`config.mk`:
```
export PLATFORM = sky130hd
export DESIGN_NAME = gpio_stream_port_flat
export DESIGN_NICKNAME = d
export VERILOG_FILES = /design/src/rtl/gpio_stream_port_if.sv /design/src/rtl/gpio_stream_port.sv /design/src/flat_wrapper.sv
export SDC_FILE = /design/constraint.sdc
export NUM_CORES = 1
export LEC_CHECK = 0
export BUFFER_PORTS_ARGS = -buffer_cell sky130_fd_sc_hd__buf_2
export CAP_MARGIN = 20
export CORE_MARGIN = 2
export CORE_UTILIZATION = 45
export CTS_BUF_LIST = sky130_fd_sc_hd__clkbuf_4 sky130_fd_sc_hd__clkbuf_8
export DETAILED_ROUTE_END_ITERATION = 7
export PLACE_DENSITY_LB_ADDON = 0.05
export SETUP_SLACK_MARGIN = 0.3
export SLEW_MARGIN = 20
export SYNTH_ARGS = -nofsm -noshare
export SYNTH_HDL_FRONTEND = slang
export SYNTH_SLANG_ARGS = --single-unit
```
`constraint.sdc`:
```
create_clock -name clk -period 4.9 [get_ports clk]
set_input_delay 0.735 -clock clk [delete_from_list [all_inputs] [get_ports clk]]
set_output_delay 0.735 -clock clk [all_outputs]
set_load 0.02 [all_outputs]
```
`src/rtl/gpio_stream_port_if.sv`:
```
// Data-memory bus target port plus 8-bit GPIO stream.
// Master = pipeline/sink side, slave = gpio_stream_port.
interface gpio_stream_port_if;
  logic        wmem;
  logic        rmem;
  logic [31:0] addr;
  logic [31:0] wdata;
  logic [31:0] rdata;
  logic        sel;
  logic [7:0]  gpio_data;
  logic        gpio_valid;
  logic        gpio_ready;

  modport master (
    output wmem, rmem, addr, wdata, gpio_ready,
    input  rdata, sel, gpio_data, gpio_valid
  );

  modport slave (
    input  wmem, rmem, addr, wdata, gpio_ready,
    output rdata, sel, gpio_data, gpio_valid
  );
endinterface

```
`src/rtl/gpio_stream_port.sv`:
```
// Store-fed byte FIFO draining to a valid/ready GPIO stream.
// Optional output pacing via macro GPIO_PACE_EN.
module gpio_stream_port #(
  parameter logic [31:0] BASE_ADDR   = 32'h0000_0400,
  parameter int          DEPTH       = 8,
  parameter int          PACE_CYCLES = 4
) (
  input  logic clk,
  input  logic rst,
  gpio_stream_port_if.slave bus
);
  localparam int AW = $clog2(DEPTH);
  localparam int CW = AW + 1;

  typedef enum logic {IDLE, SEND} state_t;

  state_t          state_q, state_d;
  logic [7:0]      mem [DEPTH];
  logic [AW-1:0]   rd_q, wr_q;
  logic [CW-1:0]   count_q;
  logic [7:0]      last_q;
  logic [7:0]      data_q;
  logic            en_q, ovf_q;
  logic            sel_data, sel_stat, sel_ctrl;
  logic            full, empty;
  logic            push_req, push_ok, ovf_set, ovf_clr;
  logic            load, xfer, can_load;
  logic            b2b, pace_ok, pace_busy;
  logic [31:0]     status;
  logic            unused;

  assign sel_data = bus.addr == BASE_ADDR;
  assign sel_stat = bus.addr == BASE_ADDR + 32'd1;
  assign sel_ctrl = bus.addr == BASE_ADDR + 32'd2;
  assign bus.sel  = sel_data | sel_stat | sel_ctrl;

  assign full  = count_q == CW'(DEPTH);
  assign empty = count_q == '0;

  assign push_req = bus.wmem && sel_data;
  assign push_ok  = push_req && (!full || load);
  assign ovf_set  = push_req && full && !load;
  assign ovf_clr  = bus.wmem && sel_ctrl && bus.wdata[1];

  assign xfer     = (state_q == SEND) && bus.gpio_ready;
  assign can_load = en_q && !empty && pace_ok;

`ifdef GPIO_PACE_EN
  localparam int PW = $clog2(PACE_CYCLES + 2);
  logic [PW-1:0] pace_q;

  // Counter expiring at this edge already allows the next load.
  assign b2b       = 1'b0;
  assign pace_ok   = pace_q <= PW'(1);
  assign pace_busy = pace_q != '0;

  always_ff @(posedge clk) begin
    if (!rst) begin
      pace_q <= '0;
    end else if (xfer) begin
      pace_q <= PW'(PACE_CYCLES);
    end else if (pace_q != '0) begin
      pace_q <= pace_q - PW'(1);
    end
  end
`else
  logic unused_pace;
  assign unused_pace = |PACE_CYCLES;
  assign b2b         = 1'b1;
  assign pace_ok     = 1'b1;
  assign pace_busy   = 1'b0;
`endif

  always_comb begin
    state_d = state_q;
    load    = 1'b0;
    unique case (state_q)
      IDLE: begin
        if (can_load) begin
          load    = 1'b1;
          state_d = SEND;
        end
      end
      SEND: begin
        if (bus.gpio_ready) begin
          if (can_load && b2b) begin
            load = 1'b1;
          end else begin
            state_d = IDLE;
          end
        end
      end
      default: state_d = IDLE;
    endcase
  end

  always_ff @(posedge clk) begin
    if (!rst) begin
      state_q <= IDLE;
      data_q  <= '0;
    end else begin
      state_q <= state_d;
      if (load) data_q <= mem[rd_q];
    end
  end

  always_ff @(posedge clk) begin
    if (push_ok) mem[wr_q] <= bus.wdata[7:0];
  end

  always_ff @(posedge clk) begin
    if (!rst) begin
      rd_q    <= '0;
      wr_q    <= '0;
      count_q <= '0;
      last_q  <= '0;
      en_q    <= 1'b1;
      ovf_q   <= 1'b0;
    end else begin
      if (push_ok) begin
        wr_q   <= wr_q + AW'(1);
        last_q <= bus.wdata[7:0];
      end
      if (load) rd_q <= rd_q + AW'(1);
      if (push_ok && !load) begin
        count_q <= count_q + CW'(1);
      end else if (!push_ok && load) begin
        count_q <= count_q - CW'(1);
      end
      if (bus.wmem && sel_ctrl) en_q <= bus.wdata[0];
      // Set wins over a simultaneous clear.
      if (ovf_set) begin
        ovf_q <= 1'b1;
      end else if (ovf_clr) begin
        ovf_q <= 1'b0;
      end
    end
  end

  assign status = {21'b0, pace_busy, ovf_q,
                   5'(count_q), 2'b0, empty, full};

  always_comb begin
    bus.rdata = '0;
    unique case (1'b1)
      sel_data: bus.rdata = {24'b0, last_q};
      sel_stat: bus.rdata = status;
      sel_ctrl: bus.rdata = {31'b0, en_q};
      default:  bus.rdata = '0;
    endcase
  end

  assign bus.gpio_valid = state_q == SEND;
  assign bus.gpio_data  = data_q;

  assign unused = ^{bus.rmem, bus.wdata[31:8]};
endmodule

```
`src/flat_wrapper.sv`:
```
// flat-port wrapper written by rule: the top's interface ports become plain ports
module gpio_stream_port_flat 
#(
  parameter logic [31:0] BASE_ADDR   = 32'h0000_0400,
  parameter int          DEPTH       = 8,
  parameter int          PACE_CYCLES = 4
)
  (clk, rst, bus_wmem, bus_rmem, bus_addr, bus_wdata, bus_gpio_ready, bus_rdata, bus_sel, bus_gpio_data, bus_gpio_valid);
  gpio_stream_port_if bus_i ();
  input  logic clk;
  input  logic rst;
  input wire logic [$bits(bus_i.wmem)-1:0] bus_wmem;
  input wire logic [$bits(bus_i.rmem)-1:0] bus_rmem;
  input wire logic [$bits(bus_i.addr)-1:0] bus_addr;
  input wire logic [$bits(bus_i.wdata)-1:0] bus_wdata;
  input wire logic [$bits(bus_i.gpio_ready)-1:0] bus_gpio_ready;
  output wire logic [$bits(bus_i.rdata)-1:0] bus_rdata;
  output wire logic [$bits(bus_i.sel)-1:0] bus_sel;
  output wire logic [$bits(bus_i.gpio_data)-1:0] bus_gpio_data;
  output wire logic [$bits(bus_i.gpio_valid)-1:0] bus_gpio_valid;
  assign bus_i.wmem = bus_wmem;
  assign bus_i.rmem = bus_rmem;
  assign bus_i.addr = bus_addr;
  assign bus_i.wdata = bus_wdata;
  assign bus_i.gpio_ready = bus_gpio_ready;
  assign bus_rdata = bus_i.rdata;
  assign bus_sel = bus_i.sel;
  assign bus_gpio_data = bus_i.gpio_data;
  assign bus_gpio_valid = bus_i.gpio_valid;
  gpio_stream_port #(.BASE_ADDR(BASE_ADDR), .DEPTH(DEPTH), .PACE_CYCLES(PACE_CYCLES)) u_core (.clk(clk), .rst(rst), .bus(bus_i));
endmodule
```
==> metrics.md, run 1 <==
| Metric | Value |
|---|---|
| Status | complete, no violations |
| Vias/cell | 5.221 |
| Share of the synthesized area in the top cell type | 0.4625 |
| Antenna-violating nets left | 0 |
| Mapped Cells | 301 |
| Routed vias | 2506 |
| Slew Limit Fails | 0 |
| Worst-Margin Slew | 0.9334 ns |
| Final Non-Filler Cells | 480 |
| Fillers | 794 |
| Setup crit end kind | flip-flop |
| Number of cell rows | 35 |
| Die Ht | 100.1 µm |
| Clock Sinks | 93 |
| # IOs | 111 |
| DR iter-0 viols | 98 |
| Dpl cells | 464 |
| Final design instance area without fill | 4688 µm² |
| WL final | 7992 µm |
| Clock transition at the registers of the reported paths | 0.09 ns |
| Fmax | 310.6 MHz |
| Hold Vio Cnt, Final | 0 |
| Commonest cells post-synth | edfxtp_1, dfxtp_1, mux2i_1, nand2_1, buf_4 |
| Period Utilization, post-route | 0.6571 |
| Overall routing resource usage | 0.1677 |
| Worst setup path endpoint | u_core.count_q[3]$_SDFFE_PN0P_ |
| Internal | 1411 µW |
| CP Max Fanout | 19 |
| CP Launch Point | bus_addr[11] |
| Port Buffers | 62 |
| Detailed Routing Iterations Pass 1 | 4 |
| Final setup margin | 1.680 ns |
| Initial antenna violation count | 0 |
| Sw Share | 0.3157 |
| Avg Inst Size Synth | 13.80 µm² |
| Number of gates resized after cts | 0 |
| Setup WS pre-CTS | 1.294 ns |
| Count of final setup violators | 0 |
| Clk_lat worst skew | 0.36 ns |
| Req. time, crit path | 5.19 ns |
| Placer Congestion | 0.7434 |
| Ys async rst share | 0 |
| CTS Root Cell | clkbuf_8 |
| R2R setup slack | 1.81 ns |
| CP cell instances | buf_2, nor4b_1, nand4_1, nor4_4, buf_4, ha_1, inv_1, ha_1, a21o_2, a21oi_1, mux2i_1, mux2i_1 |
| CTS tree | done |
| Post-CTS Repair Setup Buffers | 0 |
| Largest net degree at the start of global routing | 34 |
| Kind of critical path | in2reg |
| Max-Cap Viols | 0 |
| CTS H-Tree Depth | 3 |
| Most common cell in the netlist | edfxtp_1 |
| Clock Power Share | 0.254 |
| Slowest-stage cell, CP | nor4b_1 |
| Layout area overhead | 12.83% |
| Die area | 10020 µm² |
| Reg2reg start | u_core.count_q[0]$_SDFFE_PN0P_ |
| Number of synthesized flops with an enable pin | 64 |
| Slowest cell delay on critical path | 0.41 ns |
| Yosys warnings | 0 |
| Clock tree buffer depth | 2 |
| Setup tns final | 0 ns |
| Synthesized cell area | 4155 µm² |
| Placement Cell Area | 4486 µm² |
| RSZ-0062 raised after global routing | no |
| FF+latch count, synth | 93 |
| Sequential element share of the synthesized area | 0.6022 |
| Reg2reg end | u_core.count_q[3]$_SDFFE_PN0P_ |
| GRT overflow | 0 |
| Peak supply drop | 0.1634 mV |
| Switching power | 651.3 µW |
| Worst EP arrival | 3.51 ns |
| Sequential Power Share | 0.476 |
| Post-synth top area cell | edfxtp_1 |
| DRC violations left | 0 |
| Initial core utilization | 0.4562 |
| Slew margin rel. | 0.3769 |
| Core ar. | 9109 µm² |
| Vias in the first global route | 2268 |
| Power Total | 2063 µW |
| Total CTS buffers | 9 |
| Pleak | 0.001706 µW |
| First-pass GRT wire length | 12280 µm |
| Prevailing post-synth register cell | edfxtp_1 |
| Power density cells | 440.0 nW/µm² |
| Minimum clock period | 3.220 ns |
| Total Nets Final | 439 |
| Per-cell routed wire length | 16.65 µm |
| Largest cells by area after synthesis | edfxtp_1, dfxtp_1, mux4_2, mux2i_1, buf_4 |
| Hold_buf cts | 0 |
| Die W | 100.1 µm |
| # diodes | 0 |
| Hpwl dp | 5318 µm |
| CP startpoint kind | input pin |
| Worst Skew | 0.01703 ns |
| Synth unique cells | 44 |
| Gate power share | 0.270 |
| Hold/Removal Path Class | reg2reg |
| Layout cells sized above 1 | 0.2818 |
| Worst Reg2Reg Path Length in Cells | 11 |
==> kinds of logic after synthesis <==
family / after synthesis / share of synthesized area
buffers and inverters: 41 / 0.06022
AND/OR/NAND/NOR: 82 / 0.1108
other: 1 / 0.0009025
multiplexers: 45 / 0.1566
flip-flops: 93 / 0.6022
adder cells (fa/ha/maj): 6 / 0.01987
AO/OA/AOI/OAI: 29 / 0.04095
XOR/XNOR: 4 / 0.008433
==> placed cells by master, fill, tap and decap left out, types with 2 or more instances in the layout <==
master / instances
o21ai_0: 8
nand2b_1: 5
nor2_1: 19
inv_1: 4
buf_4: 4
xnor2_1: 3
ha_1: 5
a211oi_1: 2
buf_2: 62
a21oi_1: 14
edfxtp_1: 64
and4b_1: 3
nor3b_1: 3
mux4_2: 16
nand4_1: 2
clkbuf_8: 9
mux2i_1: 29
conb_1: 23
dfxtp_1: 29
nor4_1: 9
nand2_1: 27
nand3b_1: 2
==> per-stage QoR <==
step / hold slack [ns] / util
6_report: 0.4614 / 0.5147
5_1_grt: 0.4825 / 0.5147
4_1_cts: 0.4637 / 0.5147
3_5_place_dp: 0.4470 / 0.4924
3_3_place_gp: 0.4423 / 0.4924
2_1_floorplan: 0.4299 / -
==> power groups by stage <==
stage	clock network (µW)	logic [µW]	registers, µW
global route	570	627	995
global placement	0	561	996
detailed placement	0	566	998
finish	524	558	981
CTS	536	567	981
floorplan	0	421	1000
==> registers in the layout (all words and copies together) (netlist names) <==
signal	cells
u_core.en_q	1
u_core.last_q	8
u_core.count_q	4
u_core.wr_q	3
u_core.bus.gpio_data	8
u_core.mem	64
u_core.ovf_q	1
u_core.rd_q	3
u_core.bus.gpio_valid	1
==> critical path: cells and delay by family <==
kind | cells | cell delay, ns
muxes | 2 | 0.42
AOI/OAI and AO/OA | 2 | 0.38
and+or+nand+nor | 3 | 0.98
buffers and inverters | 3 | 0.49
adders and majority gates | 2 | 0.50
==> cell type report <==
class | count | area (µm²) | share of cell area
Clock inverter | 6 | 71.32 | 0.01521
Timing Repair Buffer | 66 | 340.3 | 0.07259
Multi-Input combinational cell | 189 | 1485 | 0.3168
Inverter | 5 | 18.77 | 0.004003
Tap cell | 111 | 138.9 | 0.02962
Sequential cell | 93 | 2502 | 0.5338
Clock buffer | 10 | 131.4 | 0.02802
==> metal layers <==
layer | GRT usage | vias to the layer above | routed length, µm
li1 | - | 1210 | -
met1 | 0.2309 | 1245 | 3667
met2 | 0.2718 | 44 | 4029
met3 | 0.03621 | 7 | 218
met4 | 0.04742 | 0 | 76
met5 | 0 | - | 0
==> worst min-delay path by stage <==
stage,start,endpoint,cells after the start
6_report,u_core.last_q[3]$_SDFFE_PN0P_,u_core.last_q[3]$_SDFFE_PN0P_,2
5_1_grt,u_core.last_q[0]$_SDFFE_PN0P_,u_core.last_q[0]$_SDFFE_PN0P_,2
4_1_cts,u_core.last_q[2]$_SDFFE_PN0P_,u_core.last_q[2]$_SDFFE_PN0P_,2
3_5_place_dp,u_core.last_q[2]$_SDFFE_PN0P_,u_core.last_q[2]$_SDFFE_PN0P_,2
3_3_place_gp,u_core.last_q[3]$_SDFFE_PN0P_,u_core.last_q[3]$_SDFFE_PN0P_,2
2_1_floorplan,u_core.last_q[2]$_SDFFE_PN0P_,u_core.last_q[2]$_SDFFE_PN0P_,2
Note: power is estimated with default switching activity, not from simulation.
==> run 2: changes to the inputs <==
- clock period: 4.9 -> 3 ns (I/O delays scaled with it)
==> metrics.md, run 2 (synthesis results as in run 1) <==
| Metric | Value |
|---|---|
| Status | complete, no violations |
| Layout cells sized above 1 | 0.3395 |
| Setup crit end kind | flip-flop |
| Core ar. | 9109 µm² |
| Count of final setup violators | 0 |
| WL final | 8357 µm |
| Largest net degree at the start of global routing | 34 |
| # IOs | 111 |
| Hold_buf cts | 0 |
| Register area | 2504 µm² |
| Hpwl dp | 5888 µm |
| Detailed Routing Iterations Pass 1 | 4 |
| DRC violations left | 0 |
| DR iter-0 viols | 74 |
| Power density cells | 716.6 nW/µm² |
| Clock Sinks | 93 |
| GR Util met1 | 0.2409 |
| GRT overflow | 0 |
| RSZ-0062 raised after global routing | no |
| Setup tns final | 0 ns |
| Initial antenna violation count | 0 |
| Antenna-violating nets left | 0 |
| Post-CTS Repair Setup Buffers | 0 |
| Clock tree buffer depth | 2 |
| Initial core utilization | 0.4562 |
| Hold/Removal Path Class | in2reg |
| Vias/cell | 5.214 |
| Met3 usage in global routing | 0.04596 |
| Power Total | 3531 µW |
| Most frequent cells in the layout | edfxtp_1, buf_2, mux2i_1 |
| Minimum clock period | 2.519 ns |
| CTS tree | done |
| CP startpoint kind | flip-flop |
| CTS H-Tree Depth | 3 |
| CTS Root Cell | clkbuf_8 |
| Clock transition at the registers of the reported paths | 0.09 ns |
| Overall routing resource usage | 0.1796 |
| Die area | 10020 µm² |
| Slowest-stage cell, CP | or4b_4 |
| CP cell instances | or4b_4, a21oi_2, nor4_4, ha_4, inv_4, ha_4, a21o_2, a21oi_2, mux2i_1, mux2i_1 |
| Die Ht | 100.1 µm |
| Worst Skew | 0.01242 ns |
| Max-Cap Viols | 0 |
| Total Nets Final | 450 |
| Worst-Margin Slew | 0.6620 ns |
| Slowest cell delay on critical path | 0.56 ns |
| Kind of critical path | reg2reg |
| Pleak | 0.001799 µW |
| CP Max Fanout | 6 |
| Fillers | 796 |
| Placer Congestion | 0.7930 |
| Fmax | 396.9 MHz |
| Vias in the first global route | 2481 |
| Routed vias | 2560 |
| Per-cell routed wire length | 17.02 µm |
| Worst EP arrival | 2.81 ns |
| Layout Utilization | 0.5409 |
| Peak supply drop | 0.2913 mV |
| Number of cell rows | 35 |
| Busiest grt layer | met2 |
| Clk_lat worst skew | 0.36 ns |
| Number of gates resized after cts | 0 |
| Final Non-Filler Cells | 491 |
| Hold Vio Cnt, Final | 0 |
| Slew Limit Fails | 0 |
| Total CTS buffers | 9 |
| First-pass GRT wire length | 13190 µm |
| Footprint of the multi-input gates | 1622 µm² |
| Most common cell after layout, fill and taps aside | edfxtp_1 |
| Slew margin rel. | 0.5580 |
| Dpl cells | 475 |
| Req. time, crit path | 3.29 ns |
| Layout area overhead | 18.58% |
| Register name with the most flops | u_core.mem |
| Max reg flops | 64 |
| GR Util met2 | 0.2957 |
| Die W | 100.1 µm |
| # diodes | 0 |
| Period Utilization, post-route | 0.8398 |
| Port Buffers | 62 |
==> run 2: cell count changes in the layout (fill, tap and decap cells not counted), sizes merged <==
cell and change:
buf +11, clkinv +2, inv -2, bufinv +1
clkinvlp -1
==> run 2: where the power goes <==
part           internal (µW)  switching (µW)  total [µW]
sequential              1470             120        1590
clock                    479             425         904
combinational            488             550        1040
==> run 2: metrics by stage <==
step	worst slack, ns	hold slack (ns)	cell area (µm²)
6_report	0.4805	0.3827	4927
5_1_grt	0.2984	0.3696	4927
4_1_cts	0.3793	0.3656	4915
3_5_place_dp	0.1706	0.4527	4696
3_3_place_gp	0.1898	0.4453	4696
2_1_floorplan	0.2727	0.4299	4365
==> run 2: layout make-up <==
type / instances / area share
clock inverter: 6 / 0.01778
sequential: 93 / 0.5081
inverter: 5 / 0.004317
timing repair buffer: 77 / 0.08583
clock buffer: 10 / 0.02666
multi-input combinational: 189 / 0.3291
tap: 111 / 0.02819
==> run 2: final timing paths <==
check	start	to	slack, ns	depth (start not counted)
worst max register to register	u_core.count_q[2]$_SDFFE_PN0P_	u_core.count_q[3]$_SDFFE_PN0P_	0.48	10
worst max-delay path	u_core.count_q[2]$_SDFFE_PN0P_	u_core.count_q[3]$_SDFFE_PN0P_	0.48	10
worst min-delay path	bus_wdata[2]	u_core.mem[0][2]$_DFFE_PP_	0.38	1
worst min register to register	u_core.last_q[0]$_SDFFE_PN0P_	u_core.last_q[0]$_SDFFE_PN0P_	0.47	2
==> run 2: critical path, delay by kind of cell, from the launching register on <==
family,cells,cell delay (ns)
fa+ha+maj,2,0.37
flops,1,0.40
compound gates,3,0.53
mux,2,0.44
simple gates,2,0.64
buf+inv,1,0.07
==> run 2: routing by layer <==
layer | vias to the layer above | wire [µm]
met2 | 62 | 4154
met1 | 1253 | 3799
li1 | 1238 | -
met5 | - | 0
met3 | 7 | 311
met4 | 0 | 91
==> run 3: changes to the inputs <==
- clock period: 3 -> 2.3 ns (I/O delays scaled with it)
==> metrics.md, run 3 (synthesis results as in run 1) <==
| Metric | Value |
|---|---|
| RSZ-0062 raised after global routing | yes |
| Pleak | 0.001970 µW |
| Slowest cell delay on critical path | 0.57 ns |
| Hold/Removal Path Class | in2reg |
| Buf/Inv on CP | 2 |
| Antenna-violating nets left | 0 |
| Clk_lat worst skew | 0.36 ns |
| Vias/cell | 5.066 |
| Die W | 100.1 µm |
| Max reg flops | 64 |
| CTS H-Tree Depth | 3 |
| CP startpoint kind | flip-flop |
| Clock Sinks | 93 |
| Kind of critical path | reg2reg |
| Most common cell after layout, fill and taps aside | edfxtp_1 |
| CP Max Fanout | 2 |
| Setup crit end kind | flip-flop |
| Max-Cap Viols | 0 |
| Fillers | 768 |
| Peak supply drop | 0.3815 mV |
| # IOs | 111 |
| Hpwl dp | 6055 µm |
| Number of cell rows | 35 |
| Hold Vio Cnt, Final | 0 |
| Worst EP arrival | 2.75 ns |
| Largest net degree at the start of global routing | 29 |
| Port Buffers | 62 |
| Most frequent cells in the layout | edfxtp_1, buf_2, buf_4 |
| Count of final setup violators | 4 |
| CTS tree | done |
| Placer Congestion | 0.7769 |
| Clock tree buffer depth | 2 |
| Final setup margin | -0.1556 ns |
| WHS | 0.2788 ns |
| Per-cell routed wire length | 16.68 µm |
| Slew Limit Fails | 0 |
| Slew margin rel. | 0.5458 |
| Violated checks | setup timing |
| Layout cells sized above 1 | 0.4113 |
| Power Total | 4655 µW |
| Routed vias | 2619 |
| WL final | 8625 µm |
| Die area | 10020 µm² |
| Initial antenna violation count | 0 |
| Period Utilization, post-route | 1.068 |
| Worst-Margin Slew | 0.6804 ns |
| CP cell instances | or4b_4, a21oi_4, nor4_4, buf_4, ha_4, inv_4, ha_4, a21o_2, a21oi_2, mux2i_1, mux2i_1 |
| CTS Root Cell | clkbuf_8 |
| Slowest-stage cell, CP | or4b_4 |
| Detailed Routing Iterations Pass 1 | 4 |
| Top Family by Delay on Critical Path | simple AND/OR/NAND/NOR gates |
| Overall routing resource usage | 0.1822 |
| Final Non-Filler Cells | 517 |
| Status | finished, violations left |
| Fmax | 407.2 MHz |
| Total Nets Final | 476 |
| Core ar. | 9109 µm² |
| Req. time, crit path | 2.59 ns |
| Layout area overhead | 28.21% |
| Worst Skew | 0.008154 ns |
| Setup tns final | -0.3984 ns |
| Power density cells | 873.7 nW/µm² |
| Register name with the most flops | u_core.mem |
| Minimum clock period | 2.456 ns |
| # diodes | 0 |
| DRC violations left | 0 |
| GRT overflow | 0 |
| Clock transition at the registers of the reported paths | 0.09 ns |
| Die Ht | 100.1 µm |
| Total CTS buffers | 9 |
| First-pass GRT wire length | 13530 µm |
| Dpl cells | 497 |
| Hold_buf cts | 0 |
| Initial core utilization | 0.4562 |
| DR iter-0 viols | 80 |
| Setup WS pre-CTS | -0.2872 ns |
| Vias in the first global route | 2522 |
run 3: cell count changes in the layout (fill, tap and decap cells not counted), moves of 6 or more:
| cell | previous run | this run |
|---|---|---|
| buf_6 | 0 | 14 |
| buf_2 | 62 | 48 |
| nor2_1 | 19 | 13 |
| buf_4 | 15 | 40 |
| nor2_4 | 0 | 6 |
run 3: repair_timing:
item / 4_1_cts / 5_1_grt
setup buffers: 4 / 0
pin swaps: 13 / 3
hold endpoints to repair: 0 / 0
setup endpoints to repair: 76 / 76
gates resized for setup: 36 / 2
run 3: per-layer routing:
layer,global-route usage,part of all wire,vias up,wire length (µm)
met5,0,0,-,0
li1,-,-,1283,-
met1,0.2506,0.46,1257,3976
met3,0.03691,0.038,7,328
met2,0.2963,0.49,72,4248
met4,0.05374,0.0083,0,72
run 3: layout make-up:
| class | instances | area [µm²] | area share |
|---|---|---|---|
| Clock buffer | 11 | 138.9 | 0.02607 |
| Clock inverter | 5 | 58.81 | 0.01104 |
| Inverter | 5 | 21.27 | 0.003992 |
| Multi-Input combinational cell | 189 | 1749 | 0.3283 |
| Sequential cell | 93 | 2502 | 0.4697 |
| Tap cell | 111 | 138.9 | 0.02607 |
| Timing Repair Buffer | 103 | 718.2 | 0.1348 |
run 3: path summary, 6_finish.rpt:
check                                                    start                             end  slack (ns)  cells after the start
worst min register to register   u_core.last_q[2]$_SDFFE_PN0P_   u_core.last_q[2]$_SDFFE_PN0P_        0.46                      2
worst max register to register  u_core.count_q[0]$_SDFFE_PN0P_  u_core.count_q[3]$_SDFFE_PN0P_       -0.16                     11
worst max-delay path            u_core.count_q[0]$_SDFFE_PN0P_  u_core.count_q[3]$_SDFFE_PN0P_       -0.16                     11
worst min-delay path                              bus_wdata[7]      u_core.mem[7][7]$_DFFE_PP_        0.28                      1
run 3: per-stage QoR:
| stage | cell area [µm²] | util |
|---|---|---|
| detailed placement | 4903 | 0.5383 |
| global route | 5328 | 0.5849 |
| finish | 5328 | 0.5849 |
| floorplan | 4422 | - |
| global placement | 4903 | 0.5383 |
| CTS | 5313 | 0.5832 |
run 3: power by group:
part	switching [µW]	total, µW	internal [µW]	leakage [µW]
clock	565	1100	533	0.000102
sequential	70.8	1990	1910	0.000812
combinational	835	1570	737	0.00106
total	1470	4650	3180	0.00197
